**src/rtl/discrete_audio_mixer.sv**
```systemverilog
// Weighted N-channel audio mixer: one shared multiplier walks the channels between sample strobes.
// Define MIXER_CLIP_COUNT_EN to add the saturating clip_count output.

module discrete_audio_mixer_chan #(
  parameter int GAIN_WIDTH = 8
) (
  input  logic                  clk,
  input  logic                  reset,
  input  logic                  load,
  input  logic [15:0]           sample,
  input  logic [GAIN_WIDTH-1:0] gain,
  output logic [15:0]           sample_snap,
  output logic [GAIN_WIDTH-1:0] gain_snap
);
  logic [15:0]           sample_d, sample_q;
  logic [GAIN_WIDTH-1:0] gain_d, gain_q;

  always_comb begin
    sample_d = load ? sample : sample_q;
    gain_d   = load ? gain   : gain_q;
  end

  always_ff @(posedge clk) begin
    if (reset) begin
      sample_q <= '0;
      gain_q   <= '0;
    end else begin
      sample_q <= sample_d;
      gain_q   <= gain_d;
    end
  end

  assign sample_snap = sample_q;
  assign gain_snap   = gain_q;
endmodule

module discrete_audio_mixer #(
  parameter int NUM_INPUTS     = 4,
  parameter int GAIN_WIDTH     = 8,
  parameter int GAIN_FRAC_BITS = 7
) (
  input  logic                             clk,
  input  logic                             reset,
  input  logic                             audio_clk_en,
  input  logic [16*NUM_INPUTS-1:0]         in,
  input  logic [GAIN_WIDTH*NUM_INPUTS-1:0] gain,
  output logic [15:0]                      out,
  output logic                             out_valid,
  output logic                             busy,
`ifdef MIXER_CLIP_COUNT_EN
  output logic [15:0]                      clip_count,
  output logic                             overrun
`else
  output logic                             overrun
`endif
);
  localparam int ACC_W = 16 + GAIN_WIDTH + $clog2(NUM_INPUTS) + 1;
  localparam int R_W   = ACC_W - GAIN_FRAC_BITS;
  localparam int P_W   = 17 + GAIN_WIDTH;
  localparam int CH_W  = (NUM_INPUTS > 1) ? $clog2(NUM_INPUTS) : 1;
  localparam logic [CH_W-1:0]         LAST_CH  = CH_W'(NUM_INPUTS - 1);
  localparam logic signed [ACC_W-1:0] HALF_LSB = ACC_W'(2 ** (GAIN_FRAC_BITS - 1));
  localparam logic signed [R_W-1:0]   R_MAX    = R_W'(32767);
  localparam logic signed [R_W-1:0]   R_MIN    = R_W'(-32768);

  typedef enum logic [1:0] {IDLE = 2'd0, ACCUM = 2'd1, FINISH = 2'd2} state_t;

  state_t                  state_d, state_q;
  logic [CH_W-1:0]         ch_d, ch_q;
  logic signed [ACC_W-1:0] acc_d, acc_q;
  logic [15:0]             out_d, out_q;
  logic                    out_valid_d, out_valid_q;
  logic                    overrun_d, overrun_q;
  logic                    snap_load;

  logic [NUM_INPUTS-1:0][15:0]           snap_in;
  logic [NUM_INPUTS-1:0][GAIN_WIDTH-1:0] snap_gain;

  // Inputs are frozen on the strobe so upstream stages may move on mid-sample.
  for (genvar k = 0; k < NUM_INPUTS; k++) begin : g_chan
    discrete_audio_mixer_chan #(.GAIN_WIDTH(GAIN_WIDTH)) u_chan (
      .clk         (clk),
      .reset       (reset),
      .load        (snap_load),
      .sample      (in[16*k +: 16]),
      .gain        (gain[GAIN_WIDTH*k +: GAIN_WIDTH]),
      .sample_snap (snap_in[k]),
      .gain_snap   (snap_gain[k])
    );
  end

  logic signed [15:0]         cur_sample;
  logic signed [GAIN_WIDTH:0] cur_gain;
  logic signed [P_W-1:0]      prod;
  logic signed [ACC_W-1:0]    rnd_sum;
  logic signed [R_W-1:0]      r;
  logic [15:0]                sat;
  logic                       clipped;

  always_comb begin
    cur_sample = snap_in[ch_q];
    cur_gain   = {1'b0, snap_gain[ch_q]};
    prod       = P_W'(cur_sample) * P_W'(cur_gain);
    rnd_sum    = acc_q + HALF_LSB;
    r          = R_W'(rnd_sum >>> GAIN_FRAC_BITS);
    sat        = r[15:0];
    clipped    = 1'b0;
    if (r > R_MAX) begin
      sat     = 16'h7fff;
      clipped = 1'b1;
    end else if (r < R_MIN) begin
      sat     = 16'h8000;
      clipped = 1'b1;
    end
  end

  // A strobe always restarts the sample, aborting any mix still in flight.
  always_comb begin
    state_d     = state_q;
    ch_d        = ch_q;
    acc_d       = acc_q;
    out_d       = out_q;
    out_valid_d = 1'b0;
    overrun_d   = overrun_q;
    snap_load   = 1'b0;
    if (audio_clk_en) begin
      snap_load = 1'b1;
      acc_d     = '0;
      ch_d      = '0;
      state_d   = ACCUM;
      if (state_q != IDLE) overrun_d = 1'b1;
    end else begin
      unique case (state_q)
        ACCUM: begin
          acc_d = acc_q + ACC_W'(prod);
          ch_d  = ch_q + CH_W'(1);
          if (ch_q == LAST_CH) state_d = FINISH;
        end
        FINISH: begin
          out_d       = sat;
          out_valid_d = 1'b1;
          state_d     = IDLE;
        end
        default: ;
      endcase
    end
  end

  always_ff @(posedge clk) begin
    if (reset) begin
      state_q     <= IDLE;
      ch_q        <= '0;
      acc_q       <= '0;
      out_q       <= '0;
      out_valid_q <= 1'b0;
      overrun_q   <= 1'b0;
    end else begin
      state_q     <= state_d;
      ch_q        <= ch_d;
      acc_q       <= acc_d;
      out_q       <= out_d;
      out_valid_q <= out_valid_d;
      overrun_q   <= overrun_d;
    end
  end

  assign out       = out_q;
  assign out_valid = out_valid_q;
  assign overrun   = overrun_q;
  assign busy      = (state_q != IDLE) | out_valid_q;

`ifdef MIXER_CLIP_COUNT_EN
  logic        finishing;
  logic [15:0] clip_cnt_d, clip_cnt_q;

  always_comb begin
    finishing  = (state_q == FINISH) && !audio_clk_en;
    clip_cnt_d = clip_cnt_q;
    if (finishing && clipped && (clip_cnt_q != 16'hffff)) clip_cnt_d = clip_cnt_q + 16'd1;
  end

  always_ff @(posedge clk) begin
    if (reset) clip_cnt_q <= '0;
    else       clip_cnt_q <= clip_cnt_d;
  end

  assign clip_count = clip_cnt_q;
`endif
endmodule

```
**config.mk**
```make
export PLATFORM = sky130hd
export DESIGN_NAME = discrete_audio_mixer
export DESIGN_NICKNAME = d
export VERILOG_FILES = /design/src/rtl/discrete_audio_mixer.sv
export SDC_FILE = /design/constraint.sdc
export NUM_CORES = 1
export LEC_CHECK = 0
export ABC_CLOCK_PERIOD_IN_PS = 7400
export CAP_MARGIN = 20
export CORE_MARGIN = 1
export CORE_UTILIZATION = 45
export DETAILED_ROUTE_END_ITERATION = 8
export DONT_BUFFER_PORTS = 1
export RECOVER_POWER = 25
export SLEW_MARGIN = 40
export SYNTH_ARGS = -nofsm -noshare
export SYNTH_HDL_FRONTEND = slang
export SYNTH_SLANG_ARGS = --single-unit
```
**constraint.sdc**
```tcl
create_clock -name clk -period 7.4 [get_ports clk]
set_clock_uncertainty 0.05 [all_clocks]
set_input_delay 1.48 -clock clk [delete_from_list [all_inputs] [get_ports clk]]
set_output_delay 1.48 -clock clk [all_outputs]
set_load 0.02 [all_outputs]
```
==> results_dict.tcl, run 1 <==
set metrics [dict create \
    rrSetupSlack_ps 590 \
    hold_class "register to register" \
    post-cts-setup-buffers 0 \
    power.internal_mw 1.45 \
    synth.area.top_cells "dfxtp_1 (25%), fa_1 (22%), mux2i_1 (8.3%)" \
    yosys.cell_types.count 64 \
    grt_overflow 0 \
    layout_setup_ws_ps 590 \
    vias_per_cell 5.29 \
    htree_levels 4 \
    gp_congestion 0.864 \
    final_area_sq_um 12600 \
    hold_ws_ps 405 \
    port_buffers 0 \
    finalSetupViolCount 0 \
    p_seq_frac 0.387 \
    end_kind "register" \
    period_needed_ps 6810 \
    p_leak_nw 5.92 \
    slowest_delay_ps 580 \
    rsz0062_at_grt "no" \
    die_y_microns 164 \
    drt_first_iter_violations 506 \
    worstPathArrival_ps 7110 \
    worstRegToRegCells 20 \
    drcViolationCount 0 \
    cp.required_ps 7700 \
    net-switching-power_uw 725 \
    avgSynthCellArea_sq_um 9.36 \
    min_from "acc_q[5]" \
    cp.buffers_inverters 5 \
    clock-sinks 145 \
    synth_area_sq_um 11800 \
    finalNetCount 1513 \
    synth_edf_count 0 \
    synth_seq_area_share 0.247 \
    syn_inst 1256 \
    antenna_found_initial 0 \
    maxSlewViolCount 0 \
    die_w_microns 164 \
    critical_path_class "register to register" \
    path_depth 20 \
    diodes 0 \
    synthFlopType "dfxtp_1" \
    clock-root-buffer "clkbuf_16" \
    rows 58 \
    rr_startpoint "ch_q[1]" \
    yosysTopAreaCell "dfxtp_1" \
    hpwl_mm 21.6 \
    startpoint_type "register" \
    grt_pass1_vias 8285 \
    grt_max_degree 104 \
    postPlaceCellArea_sq_um 12000 \
    cpMostUsedCell "fa_1" \
    grt_pass1_wl_mm 44.7 \
    layoutNonFillerInstCount 1569 \
    track_usage 0.216 \
    cellPowerDensity_nw_per_um2 173 \
    vias 8302 \
    critical_path.top_delay_family "adder cells" \
    cts_buffers 17 \
    fin_crit_sh 0.920 \
    io_pins 118 \
    insertion_delay_ps 440 \
    fmax_mhz 147 \
    fin_tns_setup_ps 0 \
    postRouteAntennaNets 0 \
    clockPowerShare 0.412 \
    crit_end "acc_q[26]" \
    combinationalPowerShare 0.200 \
    max-slew-margin-rel 0.495 \
    drt_first_pass_iters 5 \
    ctsResizeCount 0 \
    post-place-cells 1537 \
    path_clk_slew_ps 70 \
    routedWlPerCell_microns 17.7 \
    tritoncts "yes" \
    initial_utilization 0.463 \
    die_area_sq_um 26800 \
    sw_frac_of_total 0.333 \
    ir_drop_uv 113 \
    worstMarginPinSlew_ps 756 \
    wl_mm 27.8 \
    clockBufferDepth 2 \
    synth_top_area_frac 0.247 \
    synth_warnings 0 \
    area_growth_pct 7.25 \
    status "finished, final reports clean" \
    crit_fanout 16 \
    crit_slowest_cell "fa_1" \
    cp_cell_sequence "buf_4 -> mux4_2 -> and2_1 -> fa_1 -> inv_1 -> fa_1 -> fa_1 -> inv_1 -> fa_1 -> inv_1 -> fa_1 -> inv_1 -> ha_1 -> nand4_1 -> nor3_1 -> nor4b_1 -> mux2_2 -> a31o_2 -> o21ai_0 -> nor3b_1" \
    finalHoldViolations 0 \
    fillerInstances 2418 \
    syn-num-nets 1543 \
    post-place-ws_ps 591 \
    r2r-end "acc_q[26]" \
    maxCapViolCount 0 \
    layout-drive-gt1-share 0.0791 \
    postCtsHoldBufs 0 \
    coreArea_sq_um 25400 \
    startpoint "ch_q[1]" \
    ys_ff_latch 145 \
    async_reset_ff_frac 0 \
]
## cell usage after synthesis (all sizes together) (2+ instances only)
library cell  instances
mux4                 24
nor2                141
mux2i                97
ha                   61
nand4                 9
a211oi                5
xnor2                27
xor2                  8
nand3                11
nor3                 36
o31a                  3
nor2b                 2
fa                  127
or4                   2
a211o                 3
a21o                 10
a221o                 2
o41ai                 2
o211ai                3
and3                 10
dfxtp               145
clkbuf               32
nor4                  4
nand2b                3
or3                   4
o21bai                6
nand2               114
o21ai                28
a31oi                 4
buf                  23
and4                  2
a21oi                42
and2                 79
a31o                  2
inv                 168
o31ai                 2
## layout make-up
cell class	count	area [sq um]	area share
multi-input combinational	887	8000	0.634
clock inverter	15	185	0.0147
timing repair buffer	7	52.6	0.00417
tap	330	413	0.0327
clock buffer	17	425	0.0337
sequential	145	2900	0.230
inverter	168	631	0.0500
## how the worst min path moves through the flow
| stage | to | depth (start not counted) |
|---|---|---|
| floorplan | acc_q[24] | 2 |
| global placement | acc_q[24] | 2 |
| detailed placement | acc_q[24] | 2 |
| CTS | acc_q[24] | 2 |
| global route | acc_q[0] | 2 |
| finish | acc_q[5] | 2 |
## routing by layer
| metal | vias to the layer above | GRT usage | part of all wire |
|---|---|---|---|
| met2 | 180 | 0.351 | 0.48 |
| met1 | 4075 | 0.298 | 0.46 |
| met4 | 0 | 0.0412 | 0.0076 |
| met5 | - | 0 | 0 |
| met3 | 13 | 0.0422 | 0.052 |
| li1 | 4034 | - | - |
## layout by cell type (no fill, tap or decap), types with 3 or more instances in the layout
cell       count
a21oi_1       42
and3_1         9
buf_4          7
or3_1          4
dfxtp_1      144
mux4_2        24
and2_1        79
o21bai_1       5
nand2_1      114
nand3_1       11
nand4_1        8
a211oi_1       5
nor3_1        18
ha_1          61
xor2_1         7
o211ai_1       3
a21o_1        10
o31a_1         3
nor3_2        18
mux2i_1       97
xnor2_1       27
inv_8          4
a31oi_1        4
nand2b_1       3
clkbuf_16     17
clkinv_8       5
inv_1        167
o21ai_1        3
a211o_1        3
nor2_1       139
nor4_1         3
o21ai_0       25
fa_1         127
## flip-flops by register name, indices dropped and copies added, names as in the netlist
name and cells:
g_chan.u_chan.gain_snap 32, state_q 2, overrun 1, out_valid 1, out 16, g_chan.u_chan.sample_snap 64
ch_q 2, acc_q 27
## worst min-delay path: cells and delay by family (launching register included)
kind,cells,cell delay (ps)
flops,1,310
simple gates,1,50
compound gates,1,50
## power by group through the flow
stage | sequential, mW | clock (mW) | combinational (mW)
after floorplan | 0.851 | 0 | 0.369
after global placement | 0.861 | 0 | 0.434
after detailed placement | 0.861 | 0 | 0.441
after CTS | 0.843 | 0.915 | 0.441
after global routing | 0.848 | 0.945 | 0.499
final | 0.843 | 0.898 | 0.436
## metrics by stage
step	util	total power [mW]
floorplan	-	1.22
global placement	0.472	1.30
detailed placement	0.472	1.30
CTS	0.496	2.20
global route	0.497	2.29
finish	0.497	2.18
## cell families (layout without fill, tap and decap cells)
family / Yosys count / count (layout) / share of synthesized area
simple gates: 421 / 421 / 0.176
buf+inv: 224 / 207 / 0.0740
fa+ha+maj: 188 / 188 / 0.281
flops: 145 / 145 / 0.247
mux: 122 / 122 / 0.129
compound gates: 121 / 121 / 0.0659
xor+xnor: 35 / 35 / 0.0267
Note: power is estimated with default switching activity, not from simulation.
==> inputs of run 2 (changes only) <==
--- a/config.mk
+++ b/config.mk
@@ -6,5 +6,5 @@
 export NUM_CORES = 1
 export LEC_CHECK = 0
-export ABC_CLOCK_PERIOD_IN_PS = 7400
+export ABC_CLOCK_PERIOD_IN_PS = 5760
 export CAP_MARGIN = 20
 export CORE_MARGIN = 1
@@ -12,4 +12,5 @@
 export DETAILED_ROUTE_END_ITERATION = 8
 export DONT_BUFFER_PORTS = 1
+export PLACE_DENSITY = 0.68
 export RECOVER_POWER = 25
 export SLEW_MARGIN = 40
==> constraint.sdc (replaced) <==
create_clock -name clk -period 5.76 [get_ports clk]
set_clock_uncertainty 0.05 [all_clocks]
set_input_delay 0.288 -clock clk [delete_from_list [all_inputs] [get_ports clk]]
set_output_delay 0.288 -clock clk [all_outputs]
set_load 0.02 [all_outputs]
==> results_dict.tcl, run 2 (same netlist as run 1, synthesis figures left out) <==
set metrics [dict create \
    port_buffers 0 \
    min_from "audio_clk_en" \
    clock-root-buffer "clkbuf_16" \
    die_y_microns 164 \
    finalSetupViolCount 8 \
    clockBufferDepth 2 \
    finalNetCount 1739 \
    routedWlPerCell_microns 17.4 \
    path_clk_slew_ps 70 \
    rsz0062_at_grt "yes" \
    track_usage 0.243 \
    crit_fanout 12 \
    htree_levels 4 \
    initial_utilization 0.463 \
    clock-sinks 145 \
    gp_congestion 0.876 \
    grt_pass1_vias 9901 \
    fin_crit_sh 1.04 \
    layout_setup_ws_ps -245 \
    io_pins 118 \
    end_kind "register" \
    worstMarginPinSlew_ps 5150 \
    insertion_delay_ps 450 \
    grt_pass1_wl_mm 50.6 \
    antenna_found_initial 0 \
    cts_buffers 17 \
    coreArea_sq_um 25400 \
    period_needed_ps 6010 \
    die_area_sq_um 26800 \
    hpwl_mm 21.9 \
    layoutNonFillerInstCount 1795 \
    status "complete, but fails checks" \
    die_w_microns 164 \
    drt_first_iter_violations 483 \
    mostFrequentLayoutCells "inv_1 (162), dfxtp_1 (143), nor2_1 (137)" \
    drcViolationCount 0 \
    p_leak_nw 7.02 \
    cp_cell_sequence "buf_12 -> mux4_2 -> buf_12 -> buf_4 -> nand2_1 -> fa_1 -> inv_1 -> fa_1 -> ha_1 -> fa_1 -> inv_1 -> fa_1 -> inv_1 -> ha_1 -> nand3_1 -> buf_4 -> buf_4 -> a211oi_4 -> o31a_1 -> nor2_2 -> or4_4 -> o211ai_1" \
    drt_first_pass_iters 5 \
    wl_mm 31.2 \
    violations "max-capacitance violations, max-slew violations, negative setup slack" \
    hold_ws_ps 5.68 \
    hold_class "primary input to register" \
    startpoint_type "register" \
    fillerInstances 2094 \
    grt_max_degree 102 \
    fmax_mhz 167 \
    cp.required_ps 6050 \
    rr_startpoint "ch_q[1]" \
    crit_slowest_cell "mux4_2" \
    layout-drive-gt1-share 0.199 \
    finalHoldViolations 0 \
    vias_per_cell 5.23 \
    slowest_delay_ps 560 \
    critical_path_class "register to register" \
    final_common_cell "inv_1" \
    rows 58 \
    maxSlewViolCount 69 \
    critical_path.top_delay_family "adder cells" \
    ir_drop_uv 244 \
    startpoint "ch_q[1]" \
    cellPowerDensity_nw_per_um2 207 \
    post-place-cells 1641 \
    tritoncts "yes" \
    maxCapViolCount 1 \
    vias 9393 \
    area_growth_pct 27.9 \
    diodes 0 \
    worstPathArrival_ps 6290 \
    max-slew-margin-rel -2.43 \
    fin_tns_setup_ps -975 \
    grt_overflow 0 \
    postRouteAntennaNets 0 \
    cp.buffers_inverters 8 \
    largest_reg_flops 64 \
    report.power.total_mw 3.11 \
    cpMostUsedCell "fa_1" \
]
[run 2: worst reg2reg max path: cells and delay by family, from the launching register on]
| kind | cells | cell delay, ps |
|---|---|---|
| adder cells (fa/ha/maj) | 6 | 2580 |
| buffers and inverters | 8 | 950 |
| AND/OR/NAND/NOR | 4 | 710 |
| AO/OA/AOI/OAI | 3 | 660 |
| multiplexers | 1 | 570 |
| flip-flops | 1 | 390 |
[run 2: repair_timing]
action | in CTS | in global routing
resized for setup | 37 | 22
hold endpoints to repair | 103 | 0
hold buffers | 103 | 0
pin swaps | 7 | 2
setup buffers | 14 | 5
endpoints found under the setup margin | 15 | 15
[run 2: per-layer routing]
layer | global-route usage | routed length (microns) | up-vias
met1 | 0.307 | 13800 | 4590
li1 | - | - | 4482
met4 | 0.0774 | 733 | 0
met5 | 0 | 0 | -
met3 | 0.0462 | 1620 | 54
met2 | 0.416 | 15100 | 267
[run 2: layout make-up]
cell class | instances | area (sq um) | share of cell area
multi-input combinational | 887 | 8380 | 0.557
sequential | 145 | 2910 | 0.194
timing repair buffer | 233 | 2090 | 0.139
inverter | 168 | 631 | 0.0419
clock buffer | 17 | 425 | 0.0283
tap | 330 | 413 | 0.0275
clock inverter | 15 | 188 | 0.0125
[run 2: metrics by stage]
| step | utilization | cell area (sq um) | setup WS, ps |
|---|---|---|---|
| 3_3_place_gp | 0.511 | 13000 | -207 |
| 5_1_grt | 0.592 | 15000 | -432 |
| 6_report | 0.592 | 15000 | -245 |
| 4_1_cts | 0.587 | 14900 | -173 |
| 2_1_floorplan | - | 12000 | -15.4 |
| 3_5_place_dp | 0.511 | 13000 | -354 |
[run 2: final timing paths]
path / cells after the start / slack, ps / endpoint
hold reg to reg: 2 / 410 / acc_q[24]
setup / recovery: 22 / -250 / acc_q[22]
hold / removal: 2 / 6 / g_chan[0].u_chan.gain_snap[2]
setup reg to reg: 22 / -250 / acc_q[22]
[run 2: where the power goes]
part,leakage (nW),switching [mW],internal (mW)
registers,1.19,0.0380,1.05
logic,5.54,0.435,0.419
clock network,0.294,0.579,0.591
